[src/rtl/gate_gen.sv]
// Measurement-gate generator: IDLE -> CLEAR -> GATE -> DEAD sequencer with selectable
// gate length, single-shot or continuous operation, and abort. All outputs registered.
module gate_gen #(
  parameter int CNT_W     = 28,
  parameter int GATE_LEN0 = 50_000_000,
  parameter int GATE_LEN1 = 5_000_000,
  parameter int GATE_LEN2 = 500_000,
  parameter int GATE_LEN3 = 50_000,
  parameter int DEAD_LEN  = 1000
) (
  input  logic             Sys_CLK,
  input  logic             Sys_RST,
  input  logic             start,
  input  logic             stop,
  input  logic             cont,
  input  logic [1:0]       range_sel,
  output logic             gateout,
  output logic             gate_clr,
  output logic             gate_done,
  output logic             busy,
  output logic [1:0]       range_q,
  output logic [CNT_W-1:0] cnt
);

  typedef enum logic [1:0] {IDLE, CLEAR, GATE, DEAD} state_t;

  localparam logic [CNT_W-1:0] LAST0     = CNT_W'(GATE_LEN0 - 1);
  localparam logic [CNT_W-1:0] LAST1     = CNT_W'(GATE_LEN1 - 1);
  localparam logic [CNT_W-1:0] LAST2     = CNT_W'(GATE_LEN2 - 1);
  localparam logic [CNT_W-1:0] LAST3     = CNT_W'(GATE_LEN3 - 1);
  localparam logic [CNT_W-1:0] DEAD_LAST = CNT_W'(DEAD_LEN - 1);

  state_t           state, state_nxt;
  logic             cont_q, cont_nxt;
  logic [1:0]       range_nxt;
  logic [CNT_W-1:0] cnt_nxt;
  logic             gate_done_nxt;

  function automatic logic [CNT_W-1:0] gate_last(input logic [1:0] r);
    case (r)
      2'd0:    gate_last = LAST0;
      2'd1:    gate_last = LAST1;
      2'd2:    gate_last = LAST2;
      default: gate_last = LAST3;
    endcase
  endfunction

  always_comb begin
    state_nxt = state;
    range_nxt = range_q;
    cont_nxt  = cont_q;
    case (state)
      IDLE:    if (start && !stop) state_nxt = CLEAR;
      CLEAR:   state_nxt = GATE;
      GATE:    if (cnt == gate_last(range_q)) state_nxt = DEAD;
      DEAD:    if (cnt == DEAD_LAST) state_nxt = cont_q ? CLEAR : IDLE;
      default: state_nxt = IDLE;
    endcase
    // Abort wins over any normal transition once the sequence has started.
    if (stop && state != IDLE) state_nxt = IDLE;
    if (state_nxt == CLEAR) begin
      range_nxt = range_sel;
      cont_nxt  = cont;
    end
    cnt_nxt       = (state_nxt == state && state != IDLE) ? cnt + CNT_W'(1) : '0;
    gate_done_nxt = (state == GATE) && (state_nxt == DEAD);
  end

  // Outputs are decoded from the next state so every one of them leaves a flop.
  always_ff @(posedge Sys_CLK) begin
    if (Sys_RST) begin
      state     <= IDLE;
      cont_q    <= 1'b0;
      range_q   <= '0;
      cnt       <= '0;
      gateout   <= 1'b0;
      gate_clr  <= 1'b0;
      gate_done <= 1'b0;
      busy      <= 1'b0;
    end else begin
      state     <= state_nxt;
      cont_q    <= cont_nxt;
      range_q   <= range_nxt;
      cnt       <= cnt_nxt;
      gateout   <= (state_nxt == GATE);
      gate_clr  <= (state_nxt == CLEAR);
      gate_done <= gate_done_nxt;
      busy      <= (state_nxt != IDLE);
    end
  end

endmodule

[config.mk]
export PLATFORM = sky130hd
export DESIGN_NAME = gate_gen
export DESIGN_NICKNAME = d
export VERILOG_FILES = /design/src/rtl/gate_gen.sv
export SDC_FILE = /design/constraint.sdc
export NUM_CORES = 1
export LEC_CHECK = 0
export CAP_MARGIN = 20
export CORE_ASPECT_RATIO = 1.2
export CORE_UTILIZATION = 40
export DETAILED_ROUTE_END_ITERATION = 16
export PLACE_DENSITY = 0.65
export SLEW_MARGIN = 30
export SYNTH_ARGS = -nofsm -noshare
export SYNTH_HDL_FRONTEND = slang
export SYNTH_SLANG_ARGS = --single-unit
[constraint.sdc]
create_clock -name Sys_CLK -period 4.2 [get_ports Sys_CLK]
set_input_delay 0.42 -clock Sys_CLK [delete_from_list [all_inputs] [get_ports Sys_CLK]]
set_output_delay 0.42 -clock Sys_CLK [all_outputs]
set_load 0.01 [all_outputs]
After elaboration in Yosys (flattened, before gate mapping) --
Cells that the tools add are included.
Storage, ports and cells: register bits 37, input bits 7, output and inout bits 34, word-level logic and storage cells 39
Operators by class: add/sub/neg operators 1, equality and inequality tests 11, muxes and demuxes 8, bitwise operators 1, reduce and logical (&&, ||, !) cells 10
Operator list (number):
- 26-bit one-hot mux with 3 select lines | 1
- 28-bit by 1-bit adder with 28-bit output (second input constant) | 1
- 28-bit by 10-bit == test with 1-bit output (second input constant) | 1
- 28-bit == test | 1
- 28-bit 2-to-1 mux | 1
- 2-bit == test (second input constant) | 5
- 2-bit 2-to-1 mux | 4
- 2-bit one-hot mux with 4 select lines | 1
- 2-bit by 1-bit == test with 1-bit output (second input constant) | 3
- 1-bit logical AND | 4
- 2-bit logical NOT | 2
- 2-bit nonzero test | 2
- 2-bit == test | 1
- 2-bit OR reduction | 1
- 1-bit logical NOT | 1
- 1-bit 2-to-1 mux | 1
- 1-bit NOT | 1

Depth between registers and ports, before layout --
Gate-level depths: netlist of run 1.
word-level depth 11, gate-level depth with buffers 9, mapped depth without buffers 8

Worst setup path after synthesis of run 1 --
Ideal clock, no wire load.
path kind register to register, start point register cnt[6], end point register range_q[0], arrival 2.046 ns, path slack 2.040 ns, cell stages (with the launch flop) 7, clock period less this slack 2.160 ns, cell sequence dfxtp_1 -> nand2_2 -> or4_1 -> or4_1 -> o31a_1 -> mux2i_1 -> nor2_1
On the way: cells in the longest elaborated chain, start to end 5, elaborated cells between the ends (all ways) 7, classes of those cells 3 x eq/ne; 4 x mux
RTL lines:
- start, declared | line 22 | output logic [CNT_W-1:0] cnt
- start signal, assigned | line 84 | cnt <= cnt_nxt;
- 28-bit by 10-bit == test with 1-bit output or 28-bit == test (tied branches) | line 56, 55
- 2-bit 2-to-1 mux (on tied branches) | line 56, 55
- 2-bit one-hot mux with 4 select lines * | line 52 | case (state)
- 2-bit 2-to-1 mux * | line 60 | if (stop && state != IDLE) state_nxt = IDLE;
- 2-bit by 1-bit == test with 1-bit output * | line 61 | if (state_nxt == CLEAR) begin
- end signal, assigned | line 83 | range_q <= range_nxt;
- end, declared | line 21 | output logic [1:0] range_q,
Every way passes the cells marked *; elsewhere a longest branch is shown, timed or not. A chain may end at the register's enable or synchronous reset.

Worst setup path after layout of run 1 --
start point register cnt[5], end point register cnt[18]
On the way: cells in the longest elaborated chain, start to end 8, elaborated cells between the ends (all ways) 11, classes of those cells 1 x add/sub; 3 x eq/ne; 4 x mux; 1 x bitwise; 2 x reduce/logical
RTL lines:
- 28-bit by 10-bit == test with 1-bit output or 28-bit == test (tied branches) | line 56, 55
- 2-bit 2-to-1 mux (on tied branches) | line 56, 55
- 2-bit one-hot mux with 4 select lines | line 52
- 2-bit 2-to-1 mux | line 60
- 2-bit == test | line 65 | cnt_nxt = (state_nxt == state && state != IDLE) ? cnt + CNT_W'(1) : '0;
- 1-bit logical AND | line 65
- 1-bit NOT (no source line)
- 2-bit OR reduction (no source line)
Parallel ways exist; a longest one is shown, timed or not.

==> results of run 1 <==
## per-layer routing
metal,part of all wire [%],up-vias
met2,45,50
met1,49,778
met4,1.2,0
li1,-,903
met5,0,-
met3,5.0,5
## flip-flops by register name, indices dropped and copies added (netlist names)
signal	cells
cont_q	1
state	2
gate_done	1
busy	1
range_q	2
cnt	28
gateout	1
gate_clr	1
## worst paths after layout
kind,endpoint,slack (ns),depth (start not counted)
worst max-delay path,cnt[18],1.45,5
worst min-delay path,cnt[0],0.47,1
worst max register to register,cnt[18],1.45,5
worst min register to register,cnt[0],0.47,1
## cells by family (layout without fill, tap and decap cells)
family	after synthesis	count (layout)	synth area share, %
buffers and inverters	12	51	2.43
XOR/XNOR	30	30	13.4
flip-flops	37	37	37.8
multiplexers	4	4	2.04
adder cells (fa/ha/maj)	8	8	5.11
AO/OA/AOI/OAI	18	18	6.13
AND/OR/NAND/NOR	131	131	33.1
## stage by stage
step,power (W),instance area (um2),std cells
final,0.000620,2480,337
after global routing,0.000648,2480,337
after CTS,0.000628,2480,337
after detailed placement,0.000403,2400,331
after global placement,0.000403,2400,331
after floorplan,0.000387,1960,240
## report_power, final
part | leakage, nW | internal [W] | switching (W)
clock | 0.0399 | 0.000109 | 0.000116
combinational | 0.479 | 0.0000193 | 0.0000178
sequential | 0.299 | 0.000354 | 0.00000393
total | 0.818 | 0.000482 | 0.000138
## critical path, stage by stage, from the launching register on
cell     delay (ns)
dfxtp_1        0.49
nor4b_1        0.39
or4b_1         0.47
nor4_1         0.42
a211o_1        0.72
nor2_1         0.12
## cell type report
class,instances,share of cell area (%)
multi-input combinational,191,47.3
sequential,37,29.9
timing repair buffer,40,16.2
tap,58,2.93
clock buffer,5,2.78
inverter,5,0.757
clock inverter,1,0.202
## layout by cell type, fill, tap and decap left out, types with 6 or more instances in the layout
cell type / instances
xnor2_1: 15
xor2_1: 15
nor2_1: 46
nor3_1: 9
clkdlybuf4s50_1: 40
nand2_1: 21
nor4_1: 6
nand3_1: 14
and3_1: 9
dfxtp_1: 37
ha_1: 8
==> results.cfg, run 1 <==
[status]
status = complete, no violations

[cells_and_area]
diodes = 0
area_growth_pct = 26.4
multi_input_area_um2 = 1170
nets = 295
register_area_um2 = 741
final_core_util_pct = 53.2
fillerInstances = 470
drive_above_1_share_pct = 3.23

[cts]
cts_buffers = 5
clock-sinks = 37
clkTransAtPathRegs_ns = 0.07
root_buffer = clkbuf_8
htreeDepth = 2
clock_latency_ns = 0.28
tritoncts = done
clock_path_buffers = 2
cts_resized = 0
postCtsHoldBufs = 0
cts_setup_buffers = 0

[timing]
rsz0062_at_grt = false
worstMarginPinSlew_ns = 0.798
finalCritPeriodShare_pct = 65.5
relSlewSlack_pct = 46.8
drv_slew = 0
fin_crit_ns = 2.75
worst_hold_slack_ns = 0.465
timing.final.hold_violations = 0
fmax_mhz = 364
setup_tns_ns = 0
finalSetupViolations = 0
fin_ws_ns = 1.45
fin_skew_ns = 0.00516

[logic_synthesis]
netlist-cell-type-count = 39
synth_warnings = 0
avgSynthCellArea_um2 = 8.17
syn_area_um2 = 1960
synth_cells = 240
yosysMostFrequentCell = nor2_1
synth.area.top_cells = dfxtp_1, nor2_1, xnor2_1
ys_ff_latch = 37
yosys.area.top_type = dfxtp_1
synth_flop_cell = dfxtp_1
synth_edf_count = 0
ys_async_sr_fraction_pct = 0
synth_seq_area_share_pct = 37.8
synth_top_area_share_pct = 37.8
syn-num-nets = 255
yosys-top-cells-count = nor2_1, dfxtp_1, nand2_1

[worst_hold_path]
hold_path_startpoint = cnt[0]
min_path_type = flip-flop to flip-flop

[pwr]
leakage_nw = 0.818
ir_worst_vdd_v = 0.000159
power.density_nw_per_um2 = 250

[setup_path]
startpoint = cnt[5]
cp-end-kind = flip-flop
crit_arrival_ns = 2.89
critical_path_required_ns = 4.34
worstSetupPathType = flip-flop to flip-flop
rr_startpoint = cnt[5]
critical_path.startpoint_type = flip-flop
path_max_fanout = 23

[grt]
met3_usage_pct = 4.74
met2_usage_pct = 30.4
grt_pass1_wl_mm = 7.76
grt_use_met1_pct = 25.1
track_usage_pct = 19.3
overflow = 0
antenna_found_initial = 0
grt_pass1_vias = 1606
grt_busiest_layer = met2
grt_max_degree = 24

[place]
dpl_worst_slack_ns = 1.49
gp_congestion = 0.858
hpwl_mm = 3.29
portBuffers = 40

[die]
die_h_um = 78.7
die_area_um2 = 5190
dieWidth_um = 65.9
start_util_pct = 42.1
io_pins = 41
coreArea_um2 = 4660
core.rowCount = 27

[route]
finalWirelength_mm = 4.56
drt_pre_antenna_iters = 4
wl_per_cell_um = 13.5
drtIter0Drc = 69
drcViolationCount = 0
vias_per_cell = 5.15
drtAntennaViolNets = 0
vias = 1736

[flow_run]
cap_violations = 0
No activity file was read; power rests on OpenSTA's default activity.
==> run 2, diff against run 1 <==
--- a/config.mk
+++ b/config.mk
@@ -9,7 +9,7 @@
 export CORE_ASPECT_RATIO = 1.2
 export CORE_UTILIZATION = 40
 export DETAILED_ROUTE_END_ITERATION = 16
-export PLACE_DENSITY = 0.65
+export PLACE_DENSITY = 0.68
 export SLEW_MARGIN = 30
 export SYNTH_ARGS = -nofsm -noshare
 export SYNTH_HDL_FRONTEND = slang
==> constraint.sdc (replaced) <==
create_clock -name Sys_CLK -period 2.5 [get_ports Sys_CLK]
set_input_delay 0.25 -clock Sys_CLK [delete_from_list [all_inputs] [get_ports Sys_CLK]]
set_output_delay 0.25 -clock Sys_CLK [all_outputs]
set_load 0.01 [all_outputs]
==> results.cfg, run 2 (same netlist as run 1, synthesis figures left out) <==
[setup_path]
r2r_cells = 6
path_buf_inv = 0
path_max_fanout = 6
critical_path_required_ns = 2.67
crit_chain = nand2_2 > or4_1 > or4_1 > o31a_1 > mux2i_1 > nor2_1
critical_path.startpoint_type = flip-flop
cp-end-kind = flip-flop
crit_top_cell = or4_1
crit_slowest_cell = or4_1
r2r-end = range_q[1]
worstSetupPathType = flip-flop to flip-flop
r2r_slack_ns = 0.20
critPathTopFamily = simple AND/OR/NAND/NOR gates
crit_arrival_ns = 2.47
rr_startpoint = cnt[6]
timing.critical_path.slowest_cell_delay_ns = 0.57

[timing]
finalCritPeriodShare_pct = 92.1
relSlewSlack_pct = 71.9
fin_skew_ns = 0.00488
drv_slew = 0
fin_crit_ns = 2.30
setup_tns_ns = 0
finalSetupViolations = 0
rsz0062_at_grt = false
fmax_mhz = 434
worstMarginPinSlew_ns = 0.418
timing.final.hold_violations = 0

[grt]
grt_pass1_vias = 1675
overflow = 0
track_usage_pct = 19.6
antenna_found_initial = 0
grt_max_degree = 24
grt_pass1_wl_mm = 7.84

[worst_hold_path]
min_path_type = flip-flop to flip-flop
holdPathStages = 1
hold_end = cnt[0]
hold_path_startpoint = cnt[0]

[pwr]
power.density_nw_per_um2 = 459
p_switching_w = 0.000244
ir_worst_vdd_v = 0.000312
leakage_nw = 0.896
p_int_w = 0.000954
combPwrFrac_pct = 5.5
switching_share_pct = 20.3
pwr-share-clk_pct = 44.4
power_frac_seq_pct = 50.1

[cells_and_area]
regMostFlops = cnt
diodes = 0
drive_above_1_share_pct = 6.87
final_common_cell = nor2_1
nets = 305
reg_top3 = cnt x28, range_q x2, state x2
largest_register_ffs = 28
most-common-layout-cells = nor2_1, clkdlybuf4s50_1, dfxtp_1
fin_area_um2 = 2610
area_growth_pct = 33.1
fillerInstances = 454

[cts]
clock_latency_ns = 0.29
cts_setup_buffers = 0
postCtsHoldBufs = 0
root_buffer = clkbuf_8
cts_buffers = 5
clock_path_buffers = 2
cts_resized = 0
clock-sinks = 37
tritoncts = done
htreeDepth = 2
clkTransAtPathRegs_ns = 0.07

[route]
wl_per_cell_um = 13.6
drt_pre_antenna_iters = 4
vias_per_cell = 5.19
finalWirelength_mm = 4.75
vias = 1813
drcViolationCount = 0
drtAntennaViolNets = 0
drtIter0Drc = 56

[die]
core.rowCount = 27
die_h_um = 78.7
io_pins = 41
coreArea_um2 = 4660
start_util_pct = 42.1
dieWidth_um = 65.9
die_area_um2 = 5190

[place]
portBuffers = 40
gp_congestion = 0.832
place_area_um2 = 2490
hpwl_mm = 3.48

[status]
status = complete, no violations

[flow_run]
cap_violations = 0
==> run 2: changes by cell type in the layout (fill, tap and decap cells not counted) <==
| cell | before | now |
|---|---|---|
| bufinv_16 | 0 | 1 |
| clkinv_2 | 1 | 0 |
| buf_4 | 0 | 9 |
| buf_12 | 0 | 1 |
| clkbuf_8 | 5 | 6 |
| clkbuf_1 | 0 | 1 |
==> run 2: area by class of cell <==
class                   instances  area (um2)  area share, %
clock buffers                   7        86.3           3.31
clock inverters                 1        30.0           1.15
inverters                       5        18.8          0.719
multi-input cells             191        1170           44.9
flip-flops and latches         37         741           28.4
well taps                      58        72.6           2.78
repair buffers                 50         488           18.7
==> run 2: stage by stage <==
stage               cells  worst slack (ns)  total power [W]  hold WS [ns]  utilization [%]
finish                349             0.198          0.00120         0.464             56.0
floorplan             240             0.340         0.000650         0.322                -
detailed placement    341             0.199         0.000679         0.454             53.5
CTS                   349             0.192          0.00121         0.471             56.0
global route          349            0.0328          0.00125         0.513             56.0
global placement      341             0.197         0.000679         0.443             53.5
==> run 2: worst max-delay path by stage <==
stage               cells after the start          to  slack, ns        from
floorplan                               6  range_q[0]       0.34      cnt[6]
global placement                        6  range_q[0]       0.20      cnt[6]
detailed placement                      6  range_q[1]       0.20      cnt[6]
CTS                                     6  range_q[1]       0.19      cnt[6]
global route                            9     cnt[14]       0.03  range_q[1]
finish                                  6  range_q[1]       0.20      cnt[6]
==> run 2: worst register-to-register path, cell delays in order (launching register included) <==
cell	delay [ns]
dfxtp_1	0.46
nand2_2	0.12
or4_1	0.46
or4_1	0.57
o31a_1	0.37
mux2i_1	0.16
nor2_1	0.05
==> run 2: per-layer routing <==
metal  track usage, %  vias up  wire length (um)
met4             6.09        0                66
li1                 -      920                 -
met3             4.60        8               227
met1             24.1      841              2200
met2             33.2       44              2250
met5                0        -                 0
==> run 2: power groups by stage <==
stage / combinational (W) / clock, W / sequential [W]
floorplan: 0.0000358 / 0 / 0.000614
global placement: 0.0000652 / 0 / 0.000613
detailed placement: 0.0000657 / 0 / 0.000614
CTS: 0.0000669 / 0.000543 / 0.000600
global route: 0.0000731 / 0.000572 / 0.000601
finish: 0.0000661 / 0.000531 / 0.000600
